[src/rtl/mips_ctrl_pkg.sv]
// Shared types for the MIPS multi-cycle controller.
// State codes and memory-address mux selects.
package mips_ctrl_pkg;

    typedef enum logic [2:0] {
        S_RESET  = 3'd0,
        S_FETCH  = 3'd1,
        S_EXEC   = 3'd2,
        S_MEM    = 3'd3,
        S_MULDIV = 3'd4,
        S_HALT   = 3'd5
    } state_t;

    localparam logic ADDR_PC  = 1'b0;
    localparam logic ADDR_ALU = 1'b1;

endpackage

[src/rtl/muldiv_countdown.sv]
// Loadable down-counter timing the fixed multiply/divide latency.
// Loads MULDIV_CYCLES-1 so the zero flag marks the last wait cycle.
module muldiv_countdown #(
    parameter int unsigned MULDIV_CYCLES = 33
) (
    input  logic clk,
    input  logic reset,
    input  logic load_i,
    input  logic en_i,
    output logic zero_o
);

    localparam int W = $clog2(MULDIV_CYCLES + 1);
    localparam logic [W-1:0] LOAD_VAL = W'(MULDIV_CYCLES - 1);

    logic [W-1:0] count_q;

    // Load on entry, then count down and rest at zero.
    always_ff @(posedge clk or posedge reset) begin
        if (reset) begin
            count_q <= '0;
        end else if (load_i) begin
            count_q <= LOAD_VAL;
        end else if (en_i && (count_q != '0)) begin
            count_q <= count_q - 1'b1;
        end
    end

    assign zero_o = (count_q == '0);

endmodule

[src/rtl/mips_cycle_controller.sv]
// Multi-cycle sequencer: fetch, execute, memory and mult/div wait.
// Strobes are decoded combinationally from state and inputs.
module mips_cycle_controller
    import mips_ctrl_pkg::*;
#(
    parameter int unsigned MULDIV_CYCLES = 33
) (
    input  logic       clk,
    input  logic       reset,
    input  logic       waitrequest,
    input  logic       data_read,
    input  logic       data_write,
    input  logic       multdiv,
    input  logic       reg_write_enable,
    input  logic       pc_next_zero,
    output logic       read,
    output logic       write,
    output logic       addr_sel,
    output logic       ir_wren,
    output logic       pc_wren,
    output logic       reg_wren,
    output logic       hilo_wren,
    output logic       active,
    output logic [2:0] state
);

    state_t state_q, state_d;
    state_t commit_next;
    logic   active_q, active_d;
    logic   cnt_load, cnt_en, cnt_zero;

    muldiv_countdown #(
        .MULDIV_CYCLES(MULDIV_CYCLES)
    ) u_cnt (
        .clk   (clk),
        .reset (reset),
        .load_i(cnt_load),
        .en_i  (cnt_en),
        .zero_o(cnt_zero)
    );

    // Next-state and strobe decode; one commit per instruction.
    always_comb begin
        read        = 1'b0;
        write       = 1'b0;
        addr_sel    = ADDR_PC;
        ir_wren     = 1'b0;
        pc_wren     = 1'b0;
        reg_wren    = 1'b0;
        hilo_wren   = 1'b0;
        cnt_load    = 1'b0;
        cnt_en      = 1'b0;
        state_d     = state_q;
        commit_next = pc_next_zero ? S_HALT : S_FETCH;
        unique case (state_q)
            S_RESET: state_d = S_FETCH;
            S_FETCH: begin
                read = 1'b1;
                if (!waitrequest) begin
                    ir_wren = 1'b1;
                    state_d = S_EXEC;
                end
            end
            S_EXEC: begin
                if (data_read || data_write) begin
                    state_d = S_MEM;
                end else if (multdiv) begin
                    cnt_load = 1'b1;
                    state_d  = S_MULDIV;
                end else begin
                    pc_wren  = 1'b1;
                    reg_wren = reg_write_enable;
                    state_d  = commit_next;
                end
            end
            S_MEM: begin
                addr_sel = ADDR_ALU;
                write    = data_write;
                read     = data_read & ~data_write;
                if (!waitrequest) begin
                    pc_wren  = 1'b1;
                    reg_wren = reg_write_enable;
                    state_d  = commit_next;
                end
            end
            S_MULDIV: begin
                cnt_en = 1'b1;
                if (cnt_zero) begin
                    hilo_wren = 1'b1;
                    pc_wren   = 1'b1;
                    state_d   = commit_next;
                end
            end
            S_HALT:  state_d = S_HALT;
            default: state_d = S_HALT;
        endcase
        active_d = (state_d == S_FETCH) || (state_d == S_EXEC) ||
                   (state_d == S_MEM) || (state_d == S_MULDIV);
    end

    // State and run flag registers.
    always_ff @(posedge clk or posedge reset) begin
        if (reset) begin
            state_q  <= S_RESET;
            active_q <= 1'b0;
        end else begin
            state_q  <= state_d;
            active_q <= active_d;
        end
    end

    assign state  = state_q;
    assign active = active_q;

endmodule

[config.mk]
export PLATFORM = sky130hd
export DESIGN_NAME = mips_cycle_controller
export DESIGN_NICKNAME = d
export VERILOG_FILES = /design/src/rtl/mips_ctrl_pkg.sv /design/src/rtl/muldiv_countdown.sv /design/src/rtl/mips_cycle_controller.sv
export SDC_FILE = /design/constraint.sdc
export NUM_CORES = 1
export LEC_CHECK = 0
export CAP_MARGIN = 5
export CORE_MARGIN = 10
export CORE_UTILIZATION = 50
export DETAILED_ROUTE_END_ITERATION = 10
export DONT_BUFFER_PORTS = 1
export HOLD_SLACK_MARGIN = 0.08
export PLACE_DENSITY = 0.63
export SYNTH_ARGS = -nofsm -noshare
export SYNTH_HDL_FRONTEND = slang
export SYNTH_SLANG_ARGS = --single-unit
[constraint.sdc]
create_clock -name clk -period 1.8 [get_ports clk]
set_input_delay 0.45 -clock clk [delete_from_list [all_inputs] [get_ports clk]]
set_output_delay 0.45 -clock clk [all_outputs]
set_load 0.03 [all_outputs]
==> results.json <==
{
  "num_vias": 702,
  "internal_power_w": 0.000933,
  "start_util_pct": 53.7,
  "drive_gt1_share_pct": 41.9,
  "status": "finished with violations",
  "whs_ns": 0.357,
  "synth_top_family_by_area": "simple AND/OR/NAND/NOR gates",
  "grt-ovfl-total": 0,
  "critPathLaunch": "u_cnt.count_q[4]",
  "post_dp_cell_area_um2": 878,
  "synthesis.area_um2": 707,
  "post_layout_nonfiller_instances": 120,
  "slew_headroom_pct": 67.2,
  "topRoutingLayerUsed": "met3",
  "power.density_nw_per_um2": 1620,
  "grt_pass1_wl_um": 3420,
  "setup_violations": 3,
  "worstPathRequired_ns": 1.35,
  "yosys_register_bits": 10,
  "r2r_slack_ns": 0.13,
  "mostFrequentLayoutCells": "buf_4, dfrtp_1, o21ai_0, mux2i_1, nor2_1",
  "hpwl_um": 1490,
  "skew_ns": 0.00108,
  "r2r_end": "u_cnt.count_q[5]",
  "routed_wirelength_um": 2000,
  "cts_tree": "done",
  "yosys.area_share.simple_pct": 27.6,
  "path_class": "reg2out",
  "ant_nets": 0,
  "fin_ws_ns": -0.286,
  "ys_warn_count": 0,
  "layout.nets": 117,
  "diodes": 0,
  "synth_mux_area_share_pct": 7.08,
  "hold-path-cell-count": 2,
  "synth.distinct_cells": 36,
  "rsz0062_at_grt": "true",
  "cp_max_fo": 2,
  "start_kind": "flop",
  "synthAdderAreaFrac_pct": 3.54,
  "worstMarginPinSlew_ns": 0.489,
  "layout_commonest_cell": "buf_4",
  "dp.cells": 110,
  "postSynthCellCount": 80,
  "netlist_top_cells_area": "dfrtp_1, mux2i_1, o21ai_0",
  "die_y_um": 57.6,
  "endpoint_kind": "output port",
  "clockBufferDepth": 2,
  "drt_iter0_markers": 13,
  "yosysTopAreaCellShare_pct": 35.4,
  "io_buffer_count": 0,
  "max_freq_mhz": 479,
  "h-tree-depth": 1,
  "drc": 0,
  "synth-xor-area-share_pct": 0,
  "cts.sinks": 10,
  "synth.net_count": 90,
  "clk_latency_ns": 0.26,
  "rows": 13,
  "final_area_um2": 1010,
  "critPathArrivalTime_ns": 1.64,
  "wl_met2_um": 1040,
  "synth_compound_area_share_pct": 21.6,
  "reg2reg_from": "u_cnt.count_q[4]",
  "drv_cap": 0,
  "grt_pass1_vias": 757,
  "hold_viol_final": 0,
  "seqPwrFrac_pct": 22.9,
  "grt_max_degree": 11,
  "cts_made_buffers": 3,
  "avgSynthCellArea_um2": 8.84,
  "coreArea_um2": 1320,
  "violations": "negative setup slack",
  "dieArea_um2": 3320,
  "yosysTopAreaCell": "dfrtp_1",
  "yosysSeqAreaShare_pct": 35.4,
  "clockRootBuffer": "clkbuf_4",
  "p_sw_share_pct": 43.2,
  "grtUsageTotal_pct": 12.4,
  "hp-class": "in2reg",
  "dr.pass1.iters": 4,
  "clkTransAtPathRegs_ns": 0.06,
  "die_w_um": 57.6,
  "pwr-share-clk_pct": 8.8,
  "p_leak_nw": 0.485,
  "power.switching_w": 0.000709,
  "vias_per_cell": 5.85,
  "wl_per_cell_um": 16.6,
  "final.min_clock_period_ns": 2.09,
  "gp_congestion": 0.805,
  "antenna_found_initial": 0,
  "post-route-period-util_pct": 116,
  "p_comb_share_pct": 68.3,
  "r2r_cells": 4,
  "slew_viol_final": 0,
  "wl_met3_um": 114,
  "vdd_drop_max_v": 0.000738,
  "met1_length_um": 846,
  "crit_end": "pc_wren",
  "area_growth_pct": 43.5,
  "pin_count": 19
}
==> sequential cells by signal, indices dropped and copies added (netlist names) <==
name           flops
active             1
u_cnt.count_q      6
state              3
==> kinds of logic after synthesis <==
kind of cell | count (synthesis)
AOI/OAI and AO/OA | 23
and+or+nand+nor | 32
muxes | 5
adders and majority gates | 2
buffers and inverters | 8
DFF | 10
==> how the worst min path moves through the flow <==
stage          slack (ns)                to    start
6_report             0.36          state[2]  multdiv
5_1_grt              0.37          state[2]  multdiv
4_1_cts              0.35          state[2]  multdiv
3_5_place_dp         0.34  u_cnt.count_q[3]    reset
3_3_place_gp         0.34  u_cnt.count_q[4]    reset
2_1_floorplan        0.29            active    reset
==> what timing repair did <==
item,in CTS,in global routing
endpoints found under the setup margin,3,8
pin swaps,6,2
hold buffers,1,0
buffers inserted,4,2
hold endpoints to repair,10,0
gates resized for setup,6,8
==> power by group through the flow <==
| stage | registers [W] | clock network [W] | logic [W] |
|---|---|---|---|
| 4_1_cts | 0.000369 | 0.000151 | 0.000956 |
| 5_1_grt | 0.000386 | 0.000165 | 0.00120 |
| 3_3_place_gp | 0.000370 | 0 | 0.000856 |
| 3_5_place_dp | 0.000374 | 0 | 0.000871 |
| 2_1_floorplan | 0.000421 | 0 | 0.000527 |
| 6_report | 0.000376 | 0.000145 | 0.00112 |
==> metrics by stage <==
step                      setup WS (ns)  power (W)  TNS (ns)  util, %
after CTS                        -0.270    0.00148    -0.501     72.7
after global placement          -0.0423    0.00123   -0.0423     66.7
final                            -0.286    0.00164    -0.561     77.0
after detailed placement        -0.0778    0.00125   -0.0778     66.7
after global routing             -0.354    0.00175    -0.745     77.0
after floorplan                  -0.114   0.000948    -0.147        -
==> worst max-delay path, stage by stage (launching register included) <==
cell,delay (ns)
dfrtp_1,0.38
or3_4,0.39
or2_4,0.26
o221ai_2,0.19
buf_6,0.16
==> metal layers <==
| layer | track usage [%] | up-vias |
|---|---|---|
| li1 | - | 349 |
| met1 | 14.1 | 337 |
| met2 | 21.2 | 16 |
| met3 | 5.75 | 0 |
| met4 | 1.68 | 0 |
| met5 | 0 | - |
==> cell usage after synthesis, drive strengths merged <==
cell    number
a211o        1
a21oi        3
a221o        1
a32oi        1
and2         1
and2b        2
and3         1
buf          1
clkbuf       3
dfrtp       10
ha           2
inv          4
mux2i        5
nand2        2
nand2b       4
nand3        1
nand3b       2
nand4        1
nor2         6
nor2b        2
nor3         3
nor3b        1
nor4         1
nor4bb       1
o211ai       3
o21a         1
o21ai        9
o21bai       1
o221ai       1
o31ai        1
o41a         1
or2          1
or3          2
or3b         1
==> final cells by class <==
| type | count | area [um2] |
|---|---|---|
| clock buffer | 3 | 22.5 |
| multi-input combinational | 62 | 489 |
| tap | 15 | 18.8 |
| inverter | 4 | 15.0 |
| timing repair buffer | 26 | 218 |
| fill | 90 | 303 |
| sequential | 10 | 251 |
No activity file was read; power rests on OpenSTA's default activity.
